--- src/rtl/seq_divider.sv ---
// Multi-cycle radix-2 restoring divider for RV64M DIV/DIVU/REM/REMU.
// The divider handles one operation at a time. Divide-by-zero and signed
// overflow finish in one cycle. All other operations iterate once per
// quotient bit, then run a sign-fix cycle.
module seq_divider #(
  parameter int WIDTH = 64
) (
  input  logic             clk,
  input  logic             reset,
  input  logic             div_valid,
  input  logic [WIDTH-1:0] dividend,
  input  logic [WIDTH-1:0] divisor,
  input  logic             div_signed,
  output logic             div_ready,
  output logic             out_valid,
  output logic [WIDTH-1:0] quotient,
  output logic [WIDTH-1:0] remainder
);

  localparam int CW = $clog2(WIDTH);

  typedef enum logic [1:0] {IDLE, ITER, FIX, DONE} state_t;

  state_t           state_q, state_d;
  logic [CW-1:0]    cnt_q, cnt_d;
  logic [WIDTH-1:0] rem_q, rem_d;
  logic [WIDTH-1:0] quo_q, quo_d;
  logic [WIDTH-1:0] bmag_q, bmag_d;
  logic             sign_q_q, sign_q_d;
  logic             sign_r_q, sign_r_d;
  logic [WIDTH-1:0] quotient_q, quotient_d;
  logic [WIDTH-1:0] remainder_q, remainder_d;
  logic             out_valid_q, out_valid_d;

  logic             a_neg, b_neg;
  logic [WIDTH-1:0] amag, bmag;
  logic             div_zero, sgn_ovf;
  logic [WIDTH+1:0] diff;

  // Operand magnitudes. The magnitude of the most negative value fits in
  // WIDTH unsigned bits, so no extra width is needed here.
  assign a_neg    = div_signed & dividend[WIDTH-1];
  assign b_neg    = div_signed & divisor[WIDTH-1];
  assign amag     = a_neg ? -dividend : dividend;
  assign bmag     = b_neg ? -divisor  : divisor;
  assign div_zero = (divisor == '0);
  assign sgn_ovf  = div_signed && (dividend == {1'b1, {(WIDTH-1){1'b0}}}) &&
                    (divisor == '1);

  // Trial subtraction on the shifted partial remainder. The shifted value
  // can need WIDTH+1 bits, so the top bit of diff serves as the borrow.
  assign diff = {1'b0, rem_q, quo_q[WIDTH-1]} - {2'b00, bmag_q};

  assign div_ready = (state_q == IDLE) || (state_q == DONE);
  assign out_valid = out_valid_q;
  assign quotient  = quotient_q;
  assign remainder = remainder_q;

  // State register. An asynchronous reset aborts any operation in flight.
  always_ff @(posedge clk or negedge reset) begin
    if (!reset) begin
      state_q     <= IDLE;
      cnt_q       <= '0;
      rem_q       <= '0;
      quo_q       <= '0;
      bmag_q      <= '0;
      sign_q_q    <= 1'b0;
      sign_r_q    <= 1'b0;
      quotient_q  <= '0;
      remainder_q <= '0;
      out_valid_q <= 1'b0;
    end else begin
      state_q     <= state_d;
      cnt_q       <= cnt_d;
      rem_q       <= rem_d;
      quo_q       <= quo_d;
      bmag_q      <= bmag_d;
      sign_q_q    <= sign_q_d;
      sign_r_q    <= sign_r_d;
      quotient_q  <= quotient_d;
      remainder_q <= remainder_d;
      out_valid_q <= out_valid_d;
    end
  end

  // Next-state logic: accept, iterate, sign-fix, then hold the result.
  always_comb begin
    state_d     = state_q;
    cnt_d       = cnt_q;
    rem_d       = rem_q;
    quo_d       = quo_q;
    bmag_d      = bmag_q;
    sign_q_d    = sign_q_q;
    sign_r_d    = sign_r_q;
    quotient_d  = quotient_q;
    remainder_d = remainder_q;
    out_valid_d = out_valid_q;
    case (state_q)
      IDLE, DONE: begin
        if (div_valid) begin
          out_valid_d = 1'b0;
          sign_q_d    = a_neg ^ b_neg;
          sign_r_d    = a_neg;
          bmag_d      = bmag;
          rem_d       = '0;
          quo_d       = amag;
          cnt_d       = '0;
          if (div_zero) begin
            quotient_d  = '1;
            remainder_d = dividend;
            out_valid_d = 1'b1;
            state_d     = DONE;
          end else if (sgn_ovf) begin
            quotient_d  = dividend;
            remainder_d = '0;
            out_valid_d = 1'b1;
            state_d     = DONE;
          end else begin
            state_d = ITER;
          end
        end
      end
      ITER: begin
        if (!diff[WIDTH+1]) begin
          rem_d = diff[WIDTH-1:0];
        end else begin
          rem_d = {rem_q[WIDTH-2:0], quo_q[WIDTH-1]};
        end
        quo_d = {quo_q[WIDTH-2:0], ~diff[WIDTH+1]};
        cnt_d = cnt_q + 1'b1;
        if (cnt_q == CW'(WIDTH - 1)) begin
          state_d = FIX;
        end
      end
      FIX: begin
        quotient_d  = sign_q_q ? -quo_q : quo_q;
        remainder_d = sign_r_q ? -rem_q : rem_q;
        out_valid_d = 1'b1;
        state_d     = DONE;
      end
      default: state_d = IDLE;
    endcase
  end

endmodule

--- config.mk ---
export PLATFORM = sky130hd
export DESIGN_NAME = seq_divider
export DESIGN_NICKNAME = d
export VERILOG_FILES = /design/src/rtl/seq_divider.sv
export SDC_FILE = /design/constraint.sdc
export NUM_CORES = 1
export LEC_CHECK = 0
export CAP_MARGIN = 20
export CELL_PAD_IN_SITES_DETAIL_PLACEMENT = 1
export CELL_PAD_IN_SITES_GLOBAL_PLACEMENT = 2
export CORE_ASPECT_RATIO = 2
export CORE_UTILIZATION = 31
export DETAILED_ROUTE_END_ITERATION = 10
export PLACE_DENSITY = 0.85
export SLEW_MARGIN = 25
export SYNTH_ARGS = -nofsm -noshare
export SYNTH_HDL_FRONTEND = slang
export SYNTH_SLANG_ARGS = --single-unit
--- constraint.sdc ---
create_clock -name clk -period 3.4 [get_ports clk]
set_input_delay 0.68 -clock clk [delete_from_list [all_inputs] [get_ports clk]]
set_output_delay 0.68 -clock clk [all_outputs]
set_load 0.05 [all_outputs]
==> flow_summary.ini, run 1 <==
[run_status]
outcome = finished, violations left
violations = negative setup slack

[logic_synthesis]
netlist.top_cell.by_area = dfrtp_1
syn_nets = 3167
netlist_area_mm2 = 0.0236
syn_area_per_cell_um2 = 7.98
ys_top_cells_by_count = 448 x nand2_1, 380 x o21ai_0, 331 x dfrtp_1
yosysWarnings = 0
ys_async_sr_fraction_pct = 100
synth_top_area_share_pct = 35.0
ys_seq_elements = 331
syn_inst = 2961
synth_edf_count = 0
synth_cell_type_count = 78
synth_most_common_cell = nand2_1
synth_seq_area_share_pct = 35.0
synthTopCellsByArea = dfrtp_1 35%, o21ai_0 8.0%, nand2_1 7.1%
synthFlopType = dfrtp_1

[place]
gp_congestion = 0.919
hpwl_mm = 80.5
port_buffers = 261
placed_area_mm2 = 0.0313

[route]
top_layer = met4
first_pass_iters = 5
avgRoutedWirePerCell_um = 22.0
drt_iter0_drc = 1166
wl_met2_mm = 54.6
num_vias = 25200
route.detailed.drc = 0
drt_wl_total_mm = 103
wl_met3_mm = 2.97
ant_nets = 0
m1WireLength_mm = 38.0
via_per_inst = 5.42

[die]
coreArea_mm2 = 0.0752
start_util_pct = 31.4
rows = 142
dieArea_mm2 = 0.0774
die_height_um = 392
ios = 262
die_w_um = 197

[critical_path]
crit_path_start_kind = flip-flop
critPathMaxFanout = 3
crit_path_end_kind = flip-flop
max_stage_delay_ps = 560
arrival_ps = 4010
r2r-start = quo_q[15]$_DFFE_PN0P_
path_cells = or4_4 -> or3_4 -> or3_4 -> or4_4 -> or4_4 -> buf_6 -> o31ai_4 -> xor2_1 -> nand2_1 -> o21ai_2 -> o21ai_1
cp-startpoint = quo_q[15]$_DFFE_PN0P_
path_common_cell = or4_4
cpMaxStageDelayCell = or4_4
critical_path_required_ps = 3840
crit_type = reg -> reg

[power]
p_leak_uw = 0.0146
vdd_ir_drop_max_mv = 0.595
power_density_mw_per_mm2 = 936
power_uw = 31600

[timing]
final.min_clock_period_ps = 3570
setup_viol = 7
rsz0062_at_grt = true
finClkSkew_ps = 20.6
setup_tns_ps = -623
max_slew_margin_pct = 37.2
finalHoldViolCount = 0
fin_crit_sh_pct = 105
finalWorstSetupSlack_ps = -168
fmax_mhz = 280
worst_pin_slew_ps = 941
slew_violations = 0

[clock_network]
hold_buffers = 0
ctsLongestPathBuffers = 3
cts-buffers-inserted = 35
cts_tree = yes
clk_latency_ps = 560
clock_tree.root_cell = clkbuf_16
cts.clk_slew.worst_paths_ps = 70
cts.sink_count = 331
cts_max_level = 2

[final_layout]
design_area_mm2 = 0.0337
fin_nets = 3831
area_growth_pct = 42.7
fillCellCount = 8933
final_layout_size_suffix_gt1_share_pct = 21.8
final_util_pct = 44.9

[global_routing]
grt_pass1_wl_mm = 154
track_usage_pct = 25.9
grt_max_degree = 125
grt_pass1_vias = 26800
antenna_found_initial = 2
overflow = 0

[worst_hold_path]
hold_path.class = in -> async

[run]
maxCapViolCount = 0
## worst max-delay path, delay by kind of cell, from the launching register on
family,cells,cell delay [ps]
compound gates,3,310
simple gates,6,2410
flops,1,390
buf+inv,1,150
xor+xnor,1,170
## where the power goes
part | internal [uW] | switching (uW) | leakage, uW
combinational | 7740 | 12500 | 0.00978
sequential | 5580 | 1440 | 0.00419
clock | 2560 | 1790 | 0.000604
## routing by layer
layer / vias up / global-route usage, %
li1: 11900 / -
met1: 12500 / 27.3
met2: 627 / 48.6
met3: 256 / 2.03
met4: 0 / 16.7
met5: - / 0
## final timing paths
kind	endpoint	cells past startpoint	slack (ps)
min	bmag_q[9]$_DFFE_PN0P_	1	40
min in group clk	quotient[10]$_DFFE_PN0P_	2	470
max reg2reg	quotient[51]$_DFFE_PN0P_	11	-170
max	quotient[51]$_DFFE_PN0P_	11	-170
max in group asynchronous	quotient[58]$_DFFE_PN0P_	3	2380
min reg2reg	quotient[10]$_DFFE_PN0P_	2	470
## layout make-up
| cell class | count | area (um^2) | share of cell area [%] |
|---|---|---|---|
| antenna | 2 | 5.00 | 0.0148 |
| clock inverter | 14 | 231 | 0.687 |
| clock buffer | 48 | 1020 | 3.02 |
| timing repair buffer | 814 | 7370 | 21.8 |
| tap | 1008 | 1260 | 3.74 |
| sequential | 331 | 8290 | 24.6 |
| inverter | 109 | 422 | 1.25 |
| multi-input combinational | 2334 | 15100 | 44.9 |
## per-stage QoR
stage          setup WS [ps]  std cells  hold slack (ps)
2_1_floorplan           -214       2961              384
3_3_place_gp            -562       4568              454
3_5_place_dp            -704       4568              459
4_1_cts                 -204       4642             38.3
5_1_grt                 -226       4660             62.3
6_report                -168       4660             42.5
## state kept, by name, summed over array words and instances, names as in the netlist
register   cells
cnt_q          6
bmag_q        64
sign_q_q       1
rem_q         64
state_q        2
quotient      64
sign_r_q       1
quo_q         64
remainder     64
out_valid      1
## cells in the final DEF, fill, tap and decap left out, types with 9 or more instances in the layout
| cell type | netlist | routed |
|---|---|---|
| buf_4 | 2 | 503 |
| or2_2 | 18 | 13 |
| nor4_1 | 29 | 22 |
| and3_1 | 12 | 11 |
| o21ai_1 | 10 | 38 |
| a221oi_2 | 6 | 28 |
| inv_1 | 109 | 104 |
| buf_6 | 5 | 9 |
| ha_1 | 73 | 68 |
| o21bai_1 | 16 | 16 |
| clkbuf_16 | 0 | 44 |
| nand3_1 | 32 | 29 |
| xnor2_1 | 174 | 172 |
| buf_12 | 0 | 31 |
| or3_1 | 35 | 28 |
| a22oi_1 | 44 | 44 |
| o31ai_1 | 55 | 45 |
| dfrtp_1 | 331 | 329 |
| o311ai_0 | 21 | 21 |
| o41ai_2 | 0 | 9 |
| o22ai_1 | 17 | 17 |
| o21ai_2 | 2 | 13 |
| mux2i_1 | 40 | 39 |
| nor2_1 | 244 | 239 |
| o41ai_1 | 28 | 16 |
| o21ai_0 | 380 | 339 |
| a21o_1 | 23 | 22 |
| xor2_1 | 130 | 129 |
| nand4_1 | 45 | 45 |
| a21oi_1 | 195 | 191 |
| nand2_1 | 448 | 440 |
| nand2b_1 | 14 | 13 |
| clkdlybuf4s50_1 | 0 | 249 |
| a31oi_1 | 20 | 18 |
| nor3_1 | 46 | 42 |
| or4_4 | 4 | 12 |
| or4_1 | 25 | 17 |
| a221oi_1 | 41 | 19 |
## cells by family after synthesis
kind of cell / share of synthesized area, %
and+or+nand+nor: 18.8
AOI/OAI and AO/OA: 24.3
DFF: 35.0
xor gates and xnor gates: 11.3
buffers and inverters: 4.96
adders and majority gates: 3.95
muxes: 1.69
## timing repair
item,in CTS,in global routing
endpoints found under the setup margin,171,195
setup buffers,13,11
resized for setup,76,131
gates cloned,1,7
pin swaps,24,34
(Power assumes the default switching activity.)
==> inputs of run 2 (changes only) <==
Settings changed: CORE_UTILIZATION 31 to 35, CTS_CLUSTER_SIZE from default to 24, DONT_BUFFER_PORTS from default to 1, PLACE_DENSITY 0.85 to 0.84.
==> flow_summary.ini, run 2 (synthesis gave the netlist of run 1 again) <==
[critical_path]
cpMaxStageDelayCell = or4_4
critPathMaxFanout = 4
max_stage_delay_ps = 530
critPathBufInv = 0
path_cells = or4_4 -> or3_4 -> or3_4 -> or4_4 -> or4_4 -> o31ai_4 -> xor2_1 -> nand2_1 -> o21ai_2 -> o21ai_2
critical_path_required_ps = 3840
arrival_ps = 3930
path_common_cell = or4_4
crit_path_end_kind = flip-flop
crit_path_start_kind = flip-flop
crit_type = reg -> reg
crit_family = simple AND/OR/NAND/NOR gates

[clock_network]
clock_tree.root_cell = clkbuf_16
ctsLongestPathBuffers = 3
cts-buffers-inserted = 35
cts_tree = yes
cts_max_level = 2
cts.sink_count = 331
cts.clk_slew.worst_paths_ps = 70
clk_latency_ps = 570

[global_routing]
grt_pass1_wl_mm = 149
overflow = 0
track_usage_pct = 28.3
grt_pass1_vias = 25500
antenna_found_initial = 0
grt_max_degree = 332

[final_layout]
layout_commonest_cell = nand2_1
instances_no_fill = 4120
fin_nets = 3416
design_area_mm2 = 0.0292
diodes = 0
area_growth_pct = 23.5
final_layout_size_suffix_gt1_share_pct = 18.6
final_cell_mix = 443 x nand2_1, 373 x buf_4, 353 x o21ai_0
final_util_pct = 43.7

[worst_hold_path]
hold_path.class = in -> async

[power]
p_leak_uw = 0.0126
power.share.switching_pct = 51.7
comb_power_share_pct = 52.9
internal_power_uw = 14100
netSwitchingPower_uw = 15100
seq_power_share_pct = 32.7
vdd_ir_drop_max_mv = 0.780
power_density_mw_per_mm2 = 1000
pwr-share-clk_pct = 14.4
power_uw = 29300

[timing]
fmax_mhz = 287
final.min_clock_period_ps = 3490
worst_pin_slew_ps = 954
hold_slack_ps = -174
slew_violations = 0
finClkSkew_ps = 27.6
finalHoldViolCount = 155
fin_crit_sh_pct = 103
setup_viol = 7
max_slew_margin_pct = 36.4
rsz0062_at_grt = true
finalWorstSetupSlack_ps = -88.2

[place]
post-place-ws_ps = -352
port_buffers = 0
hpwl_mm = 76.8
placed_area_mm2 = 0.0273
gp_congestion = 0.935
dp_cells = 4043

[die]
dieArea_mm2 = 0.0686
die_w_um = 186
ios = 262
rows = 134
die_height_um = 369
start_util_pct = 35.4
coreArea_mm2 = 0.0667

[run_status]
outcome = finished, violations left
violations = negative hold slack, negative setup slack

[route]
num_vias = 23600
route.detailed.drc = 0
first_pass_iters = 5
ant_nets = 0
drt_wl_total_mm = 97.6
via_per_inst = 5.72
drt_iter0_drc = 1087
avgRoutedWirePerCell_um = 23.7

[run]
maxCapViolCount = 0
[run 2: cell types whose count changed in the layout (fill, tap and decap cells not counted), moves of 6 or more]
| cell | previous run | this run |
|---|---|---|
| a221oi_1 | 19 | 25 |
| dlymetal6s2s_1 | 6 | 0 |
| clkdlybuf4s50_1 | 249 | 0 |
| a221oi_2 | 28 | 21 |
| clkbuf_16 | 44 | 38 |
| o31ai_4 | 8 | 2 |
| buf_6 | 9 | 1 |
| buf_4 | 503 | 373 |
| o21ai_0 | 339 | 353 |
| o21ai_2 | 13 | 5 |
| buf_12 | 31 | 21 |
[run 2: stage by stage]
step | TNS, ps | hold WS, ps
floorplan | -17720 | 384
global placement | -33800 | 401
detailed placement | -40670 | 399
CTS | -338 | -203
global route | -2410 | -200
finish | -282 | -174
[run 2: per-layer routing]
| metal | part of all wire (%) | wire length (um) | up-vias | track usage [%] |
|---|---|---|---|---|
| met3 | 4.9 | 4830 | 275 | 4.30 |
| met1 | 36 | 34900 | 11600 | 29.1 |
| li1 | - | - | 11000 | - |
| met2 | 53 | 51400 | 683 | 52.5 |
| met4 | 6.7 | 6530 | 0 | 17.7 |
| met5 | 0 | 0 | - | 0 |
[run 2: worst paths after layout]
| kind | slack (ps) | depth (start not counted) | to | start |
|---|---|---|---|---|
| worst min register to register | 480 | 2 | bmag_q[18]$_DFFE_PN0P_ | bmag_q[18]$_DFFE_PN0P_ |
| worst max register to register | -90 | 10 | quotient[57]$_DFFE_PN0P_ | quo_q[14]$_DFFE_PN0P_ |
| worst min-delay path | -170 | 0 | bmag_q[9]$_DFFE_PN0P_ | reset |
| max in group asynchronous | 2790 | 0 | remainder[2]$_DFFE_PN0P_ | reset |
| worst max-delay path | -90 | 10 | quotient[57]$_DFFE_PN0P_ | quo_q[14]$_DFFE_PN0P_ |
| min in group clk | 260 | 2 | sign_q_q$_DFFE_PN0P_ | div_signed |
[run 2: what timing repair did]
action,CTS,global route
resized for setup,39,72
cloned,1,2
endpoints found under the hold margin,331,331
pin swaps,12,19
endpoints found under the setup margin,82,93
buffers inserted,5,6
[run 2: cell type report]
class                   count  area, um^2
repair buffers            399        3340
inverters                 109         419
clock inverters            20         253
flip-flops and latches    331        8280
clock buffers              43         977
multi-input cells        2334       14800
well taps                 884        1110
fillers                  8118       37500
[run 2: power groups by stage]
stage / combinational, uW / sequential [uW] / clock (uW)
floorplan: 9090 / 9110 / 0
CTS: 15200 / 9580 / 4300
global placement: 14300 / 9550 / 0
detailed placement: 14900 / 9640 / 0
finish: 15500 / 9590 / 4210
global route: 17000 / 9800 / 4430
